`config.mk`:
```
export PLATFORM = sky130hd
export DESIGN_NAME = active_list_flat
export DESIGN_NICKNAME = d
export VERILOG_FILES = /design/src/rtl/active_list_pkg.sv /design/src/rtl/active_list_commit_ifc.sv /design/src/rtl/active_list.sv /design/src/flat_wrapper.sv
export SDC_FILE = /design/constraint.sdc
export NUM_CORES = 2
export LEC_CHECK = 0
export BUFFER_PORTS_ARGS = -buffer_cell sky130_fd_sc_hd__buf_2
export CORE_MARGIN = 3
export CORE_UTILIZATION = 26
export DETAILED_ROUTE_END_ITERATION = 8
export PLACE_DENSITY = 0.5
export SLEW_MARGIN = 20
export SYNTH_ARGS = -nofsm -noshare
export SYNTH_HDL_FRONTEND = slang
export SYNTH_SLANG_ARGS = --single-unit
```
`constraint.sdc`:
```
create_clock -name clk -period 4 [get_ports clk]
set_input_delay 0.8 -clock clk [delete_from_list [all_inputs] [get_ports clk]]
set_output_delay 0.8 -clock clk [all_outputs]
set_load 0.05 [all_outputs]
```
`src/rtl/active_list_pkg.sv`:
```
// Shared definitions for the active list (in-flight instruction tracker).
// Used by dispatch and execute stages for tag width and entry layout.
package active_list_pkg;

    localparam int AL_DEPTH  = 16;
    localparam int AL_PREG_W = 6;
    localparam int AL_TAG_W  = $clog2(AL_DEPTH);

    // One in-flight instruction; dest is sized for the default register file.
    typedef struct packed {
        logic                 valid;
        logic                 done;
        logic                 writes_reg;
        logic [AL_PREG_W-1:0] dest;
        logic [31:0]          data;
    } active_list_entry_t;

endpackage

```
`src/rtl/active_list_commit_ifc.sv`:
```
// Commit write port from the active list to the register file.
interface active_List_Commit_ifc #(
    parameter int PREG_W = 6
);
    logic              Reg_WR_EN;
    logic [PREG_W-1:0] reg_addr;
    logic [31:0]       result_data;

    modport out (output Reg_WR_EN, output reg_addr, output result_data);
    modport in  (input  Reg_WR_EN, input  reg_addr, input  result_data);
endinterface

```
`src/rtl/active_list.sv`:
```
// Active list: circular buffer of in-flight instructions, dispatched in order,
// completed in any order, retired in order to the register file.
// Optional feature macro: ACTIVE_LIST_BYPASS_EN -- a completion hitting the
// valid, not-yet-done head slot retires in the same cycle.
// PREG_W must not exceed the package entry dest width.
module active_list
    import active_list_pkg::*;
#(
    parameter int DEPTH  = AL_DEPTH,
    parameter int PREG_W = AL_PREG_W
) (
    input  logic                     clk,
    input  logic                     rst,
    input  logic                     flush,
    input  logic                     dispatch_valid,
    output logic                     dispatch_ready,
    input  logic                     dispatch_writes_reg,
    input  logic [PREG_W-1:0]        dispatch_dest,
    output logic [$clog2(DEPTH)-1:0] dispatch_tag,
    input  logic                     complete_valid,
    input  logic [$clog2(DEPTH)-1:0] complete_tag,
    input  logic [31:0]              complete_data,
    output logic                     commit_valid,
    active_List_Commit_ifc.out       o_commit,
    output logic [$clog2(DEPTH):0]   count,
    output logic                     empty,
    output logic                     full
);

    localparam int TAG_W = $clog2(DEPTH);
    localparam int PTR_W = TAG_W + 1;

    active_list_entry_t entries_q [DEPTH];
    active_list_entry_t entries_d [DEPTH];
    logic [PTR_W-1:0]   head_q, head_d;
    logic [PTR_W-1:0]   tail_q, tail_d;

    logic [TAG_W-1:0]   head_idx;
    logic [TAG_W-1:0]   tail_idx;
    active_list_entry_t head_e;
    logic               bypass;
    logic               commit;
    logic               dispatch_fire;
    logic               complete_hit;
    logic               wr_en;
    logic [31:0]        commit_data;

    assign head_idx = head_q[TAG_W-1:0];
    assign tail_idx = tail_q[TAG_W-1:0];
    assign head_e   = entries_q[head_idx];

    // Wrap bit makes the pointer difference distinguish full from empty.
    assign count          = tail_q - head_q;
    assign empty          = (count == {PTR_W{1'b0}});
    assign full           = (count == PTR_W'(DEPTH));
    assign dispatch_ready = !full;
    assign dispatch_tag   = tail_idx;

    // Head retirement decision and the value written back to the register file.
    always_comb begin
        bypass = 1'b0;
`ifdef ACTIVE_LIST_BYPASS_EN
        bypass = complete_valid && (complete_tag == head_idx) &&
                 head_e.valid && !head_e.done;
`endif
        // Reset and flush both suppress any retirement in their cycle.
        commit       = !rst && !flush && head_e.valid && (head_e.done || bypass);
        commit_data  = bypass ? complete_data : head_e.data;
        wr_en        = commit && head_e.writes_reg;
        complete_hit = complete_valid && entries_q[complete_tag].valid;
        // A slot freed by this cycle's commit is not reusable until next cycle.
        dispatch_fire = dispatch_valid && !full && !flush;
    end

    assign commit_valid         = commit;
    assign o_commit.Reg_WR_EN   = wr_en;
    assign o_commit.reg_addr    = wr_en ? PREG_W'(head_e.dest) : {PREG_W{1'b0}};
    assign o_commit.result_data = wr_en ? commit_data : 32'd0;

    // Next-state of slots and pointers; flush overrides every other update.
    always_comb begin
        entries_d = entries_q;
        head_d    = head_q;
        tail_d    = tail_q;
        if (flush) begin
            for (int i = 0; i < DEPTH; i++) begin
                entries_d[i].valid = 1'b0;
            end
            tail_d = head_q;
        end else begin
            // Completion to an empty slot is dropped; a repeat overwrites data.
            if (complete_hit) begin
                entries_d[complete_tag].done = 1'b1;
                entries_d[complete_tag].data = complete_data;
            end else begin
                entries_d[complete_tag] = entries_d[complete_tag];
            end
            if (commit) begin
                entries_d[head_idx].valid = 1'b0;
                head_d = head_q + PTR_W'(1);
            end else begin
                head_d = head_q;
            end
            // Tail slot is never the committing slot: that needs a full list.
            if (dispatch_fire) begin
                entries_d[tail_idx].valid      = 1'b1;
                entries_d[tail_idx].done       = 1'b0;
                entries_d[tail_idx].writes_reg = dispatch_writes_reg;
                entries_d[tail_idx].dest       = AL_PREG_W'(dispatch_dest);
                entries_d[tail_idx].data       = 32'd0;
                tail_d = tail_q + PTR_W'(1);
            end else begin
                tail_d = tail_q;
            end
        end
    end

    // Slot storage and pointer registers with synchronous reset.
    always_ff @(posedge clk) begin
        if (rst) begin
            head_q <= {PTR_W{1'b0}};
            tail_q <= {PTR_W{1'b0}};
            for (int i = 0; i < DEPTH; i++) begin
                entries_q[i] <= '0;
            end
        end else begin
            head_q <= head_d;
            tail_q <= tail_d;
            for (int i = 0; i < DEPTH; i++) begin
                entries_q[i] <= entries_d[i];
            end
        end
    end

endmodule

```
`src/flat_wrapper.sv`:
```
// flat-port wrapper written by rule: the top's interface ports become plain ports
module active_list_flat import active_list_pkg::*;
#(
    parameter int DEPTH  = AL_DEPTH,
    parameter int PREG_W = AL_PREG_W
)
  (clk, rst, flush, dispatch_valid, dispatch_ready, dispatch_writes_reg, dispatch_dest, dispatch_tag, complete_valid, complete_tag, complete_data, commit_valid, count, empty, full, o_commit_Reg_WR_EN, o_commit_reg_addr, o_commit_result_data);
  active_List_Commit_ifc #(.PREG_W(PREG_W)) o_commit_i ();
  input  logic clk;
  input  logic rst;
  input  logic flush;
  input  logic dispatch_valid;
  output logic dispatch_ready;
  input  logic dispatch_writes_reg;
  input  logic [PREG_W-1:0] dispatch_dest;
  output logic [$clog2(DEPTH)-1:0] dispatch_tag;
  input  logic complete_valid;
  input  logic [$clog2(DEPTH)-1:0] complete_tag;
  input  logic [31:0] complete_data;
  output logic commit_valid;
  output logic [$clog2(DEPTH):0] count;
  output logic empty;
  output logic full;
  output wire logic [$bits(o_commit_i.Reg_WR_EN)-1:0] o_commit_Reg_WR_EN;
  output wire logic [$bits(o_commit_i.reg_addr)-1:0] o_commit_reg_addr;
  output wire logic [$bits(o_commit_i.result_data)-1:0] o_commit_result_data;
  assign o_commit_Reg_WR_EN = o_commit_i.Reg_WR_EN;
  assign o_commit_reg_addr = o_commit_i.reg_addr;
  assign o_commit_result_data = o_commit_i.result_data;
  active_list #(.DEPTH(DEPTH), .PREG_W(PREG_W)) u_core (.clk(clk), .rst(rst), .flush(flush), .dispatch_valid(dispatch_valid), .dispatch_ready(dispatch_ready), .dispatch_writes_reg(dispatch_writes_reg), .dispatch_dest(dispatch_dest), .dispatch_tag(dispatch_tag), .complete_valid(complete_valid), .complete_tag(complete_tag), .complete_data(complete_data), .commit_valid(commit_valid), .o_commit(o_commit_i), .count(count), .empty(empty), .full(full));
endmodule
```
==> impl_metrics.py <==
metrics = {
    "worst_setup_path": {
        "critPathKind": "flip-flop to output pin",
        "cp_common_cell": "mux4_2",
        "arrival_ns": 3.12,
        "critPathSlowestCell": "mux4_2",
        "reg2reg_to": "u_core.entries_q[562]",
        "crit_fanout": 53,
        "crit_required_ns": 3.20,
        "endpoint_kind": "output pin",
        "cp-startpoint": "u_core.head_q[1]",
        "regToRegSetupSlack_ns": 0.41,
        "r2r_start": "u_core.head_q[0]",
        "cp-start-kind": "flip-flop",
        "endpoint": "o_commit_result_data[26]",
        "crit_chain": "buf_4, buf_8, mux4_2, mux4_2, nor2b_1, buf_12",
        "r2r_cells": 13,
        "cp_slowest_stage_delay_ns": 0.59,
    },
    "layout": {
        "final_common_cell": "dfxtp_1",
        "nets": 2678,
        "syn_to_final_growth_pct": 18.89,
        "final_util_pct": 31.18,
        "drive_gt1_share_pct": 29.49,
        "instances_no_fill": 4309,
        "layout_common_cells": "dfxtp_1 (662), a22o_1 (512), mux4_2 (340), a21oi_1 (130), o21ai_0 (126)",
        "fin_area_um2": 38000,
    },
    "global_routing": {
        "grt_max_degree": 137,
        "overflow": 0,
        "grt_pass1_vias": 24820,
        "antenna_found_initial": 4,
        "grt_pass1_wl_um": 174800,
        "grt_usage_pct": 18.38,
    },
    "route": {
        "wirelength_um": 120000,
        "firstDrtPassIters": 5,
        "postRouteAntennaNets": 0,
        "vias": 24750,
        "via_per_inst": 5.743,
        "wl_per_cell_um": 27.84,
        "drtIter0Drc": 2615,
        "drc": 0,
    },
    "power_and_ir_drop": {
        "p_seq_share_pct": 43.2,
        "combPwrFrac_pct": 6.9,
        "p_sw_uw": 3945,
        "max-vdd-ir-drop_mv": 0.2964,
        "power_leakage_uw": 0.01308,
        "switching_share_pct": 25.53,
        "p_int_uw": 11510,
        "p_per_area_nw_per_um2": 406.6,
        "p_clk_share_pct": 49.8,
    },
    "clock_network": {
        "numCtsBuffers": 80,
        "clkSinkCount": 666,
        "cts_max_level": 3,
        "cts_root_buf": "clkbuf_16",
        "clockBufferDepth": 3,
        "postCtsHoldBufs": 0,
        "clk_pin_slew_ns": 0.06,
        "cts_tree": "done",
        "insertion_delay_ns": 0.66,
    },
    "timing": {
        "tightest_slew_ns": 0.9488,
        "slew-limit-headroom_pct": 36.54,
        "finalSetupViolCount": 0,
        "timing.fmax_ghz": 0.2554,
        "hold_ws_ns": 0.3402,
        "min_period_ns": 3.915,
        "finalCritPeriodShare_pct": 97.88,
        "rsz0062_at_grt": "true",
        "slew_violations": 0,
        "hold_viol": 0,
        "finClkSkew_ns": 0.04885,
    },
    "worst_hold_path": {
        "hold_start": "rst",
        "min_delay_path_depth": 2,
        "hp-class": "input pin to flip-flop",
    },
    "placement": {
        "dp_cells": 4154,
        "port_buffers": 99,
        "placed_area_um2": 35000,
        "gp_congestion": 0.7832,
        "dp_hpwl_um": 67760,
    },
    "die": {
        "die_area_um2": 127200,
        "rows": 128,
        "initial_utilization_pct": 26.23,
        "die_w_um": 356.6,
        "core-area_um2": 121900,
        "chipHeight_um": 356.6,
        "ios": 100,
    },
    "synthesis": {
        "synth.cell_area_um2": 31960,
        "synth_top_cell_by_area": "dfxtp_1",
        "synth_flop_cell": "dfxtp_1",
        "yosysWarnings": 0,
        "ys_seq_elements": 666,
        "synth_top_area_share_pct": 41.71,
        "synth.avg_cell_area_um2": 12.13,
        "ys_seq_area_share_pct": 41.71,
        "synthDistinctLibCells": 56,
        "syn-num-nets": 2697,
        "synth_edf_count": 0,
        "synthArstFlopShare_pct": 0,
        "synth_area_leaders": "dfxtp_1 (42%), mux4_2 (24%), a22o_1 (14%)",
        "syn_inst": 2636,
    },
    "run": {
        "maxCapViolCount": 0,
    },
    "status": {
        "outcome": "finished, final reports clean",
    },
}
==> logic make-up (layout without fill, tap and decap cells) <==
group	after synthesis	after routing	share of synthesized area, %
compound gates	925	925	22.18
flops	666	666	41.71
mux	382	382	25.76
buf+inv	340	386	4.850
simple gates	304	304	4.772
fa+ha+maj	13	13	0.5324
xor+xnor	6	6	0.1879
other cells	0	2	0
==> repair_timing <==
action                                  CTS  global route
buffers inserted                          5             2
endpoints found under the setup margin   38            38
resized for setup                        28            24
==> power by group through the flow <==
stage	Combinational (µW)	Clock, µW	Sequential (µW)
2_1_floorplan	607	0	6820
3_3_place_gp	1070	0	6820
3_5_place_dp	1070	0	6820
4_1_cts	1070	7810	6680
5_1_grt	1120	8090	6680
6_report	1070	7700	6680
==> cells in the mapped netlist (30+ instances only) <==
library cell,count
a21oi_1,135
a22o_1,512
a22oi_1,64
buf_2,114
clkbuf_1,172
dfxtp_1,666
mux2_4,30
mux4_2,340
nand2_1,77
nand3_1,117
nor2b_1,44
o21ai_0,126
==> stage by stage <==
stage	setup slack (ns)	power (µW)	setup TNS, ns
finish	0.08488	15450	0
CTS	-0.005687	15560	-0.01390
global placement	0.2371	7891	0
detailed placement	0.1674	7889	0
global route	-0.03134	15890	-0.2163
floorplan	0.01137	7426	0
==> state kept, by name, summed over array words and instances (netlist names) <==
signal and cells:
u_core.entries_q 656, u_core.head_q 5, u_core.tail_q 5
==> area by class of cell <==
type | count | area (µm²)
clock buffer | 107 | 2253
tap | 1625 | 2033
clock inverter | 40 | 510.5
inverter | 18 | 77.57
sequential | 666 | 13350
multi-input combinational | 1630 | 17590
timing repair buffer | 221 | 2187
fill | 12130 | 83880
antenna | 2 | 5.005
==> critical path: cells and delay by family (launching register included) <==
family	cells	cell delay, ns
buffers and inverters	3	0.71
muxes	2	0.99
and+or+nand+nor	1	0.21
DFF	1	0.44
==> how the worst min path moves through the flow <==
stage | end | slack (ns)
after floorplan | u_core.entries_q[119] | 0.45
after global placement | u_core.entries_q[402] | 0.46
after detailed placement | u_core.entries_q[237] | 0.46
after CTS | u_core.head_q[3] | 0.30
after global routing | u_core.head_q[3] | 0.34
final | u_core.head_q[3] | 0.34
==> per-layer routing <==
layer | part of all wire, % | track usage [%] | up-vias | wire length [µm]
met5 | 0 | 0 | - | 0
li1 | - | - | 10490 | -
met1 | 42 | 24.62 | 12940 | 50780
met3 | 7.0 | 3.047 | 241 | 8345
met2 | 47 | 29.55 | 1072 | 56480
met4 | 3.7 | 7.249 | 0 | 4381
(Power assumes the default switching activity.)
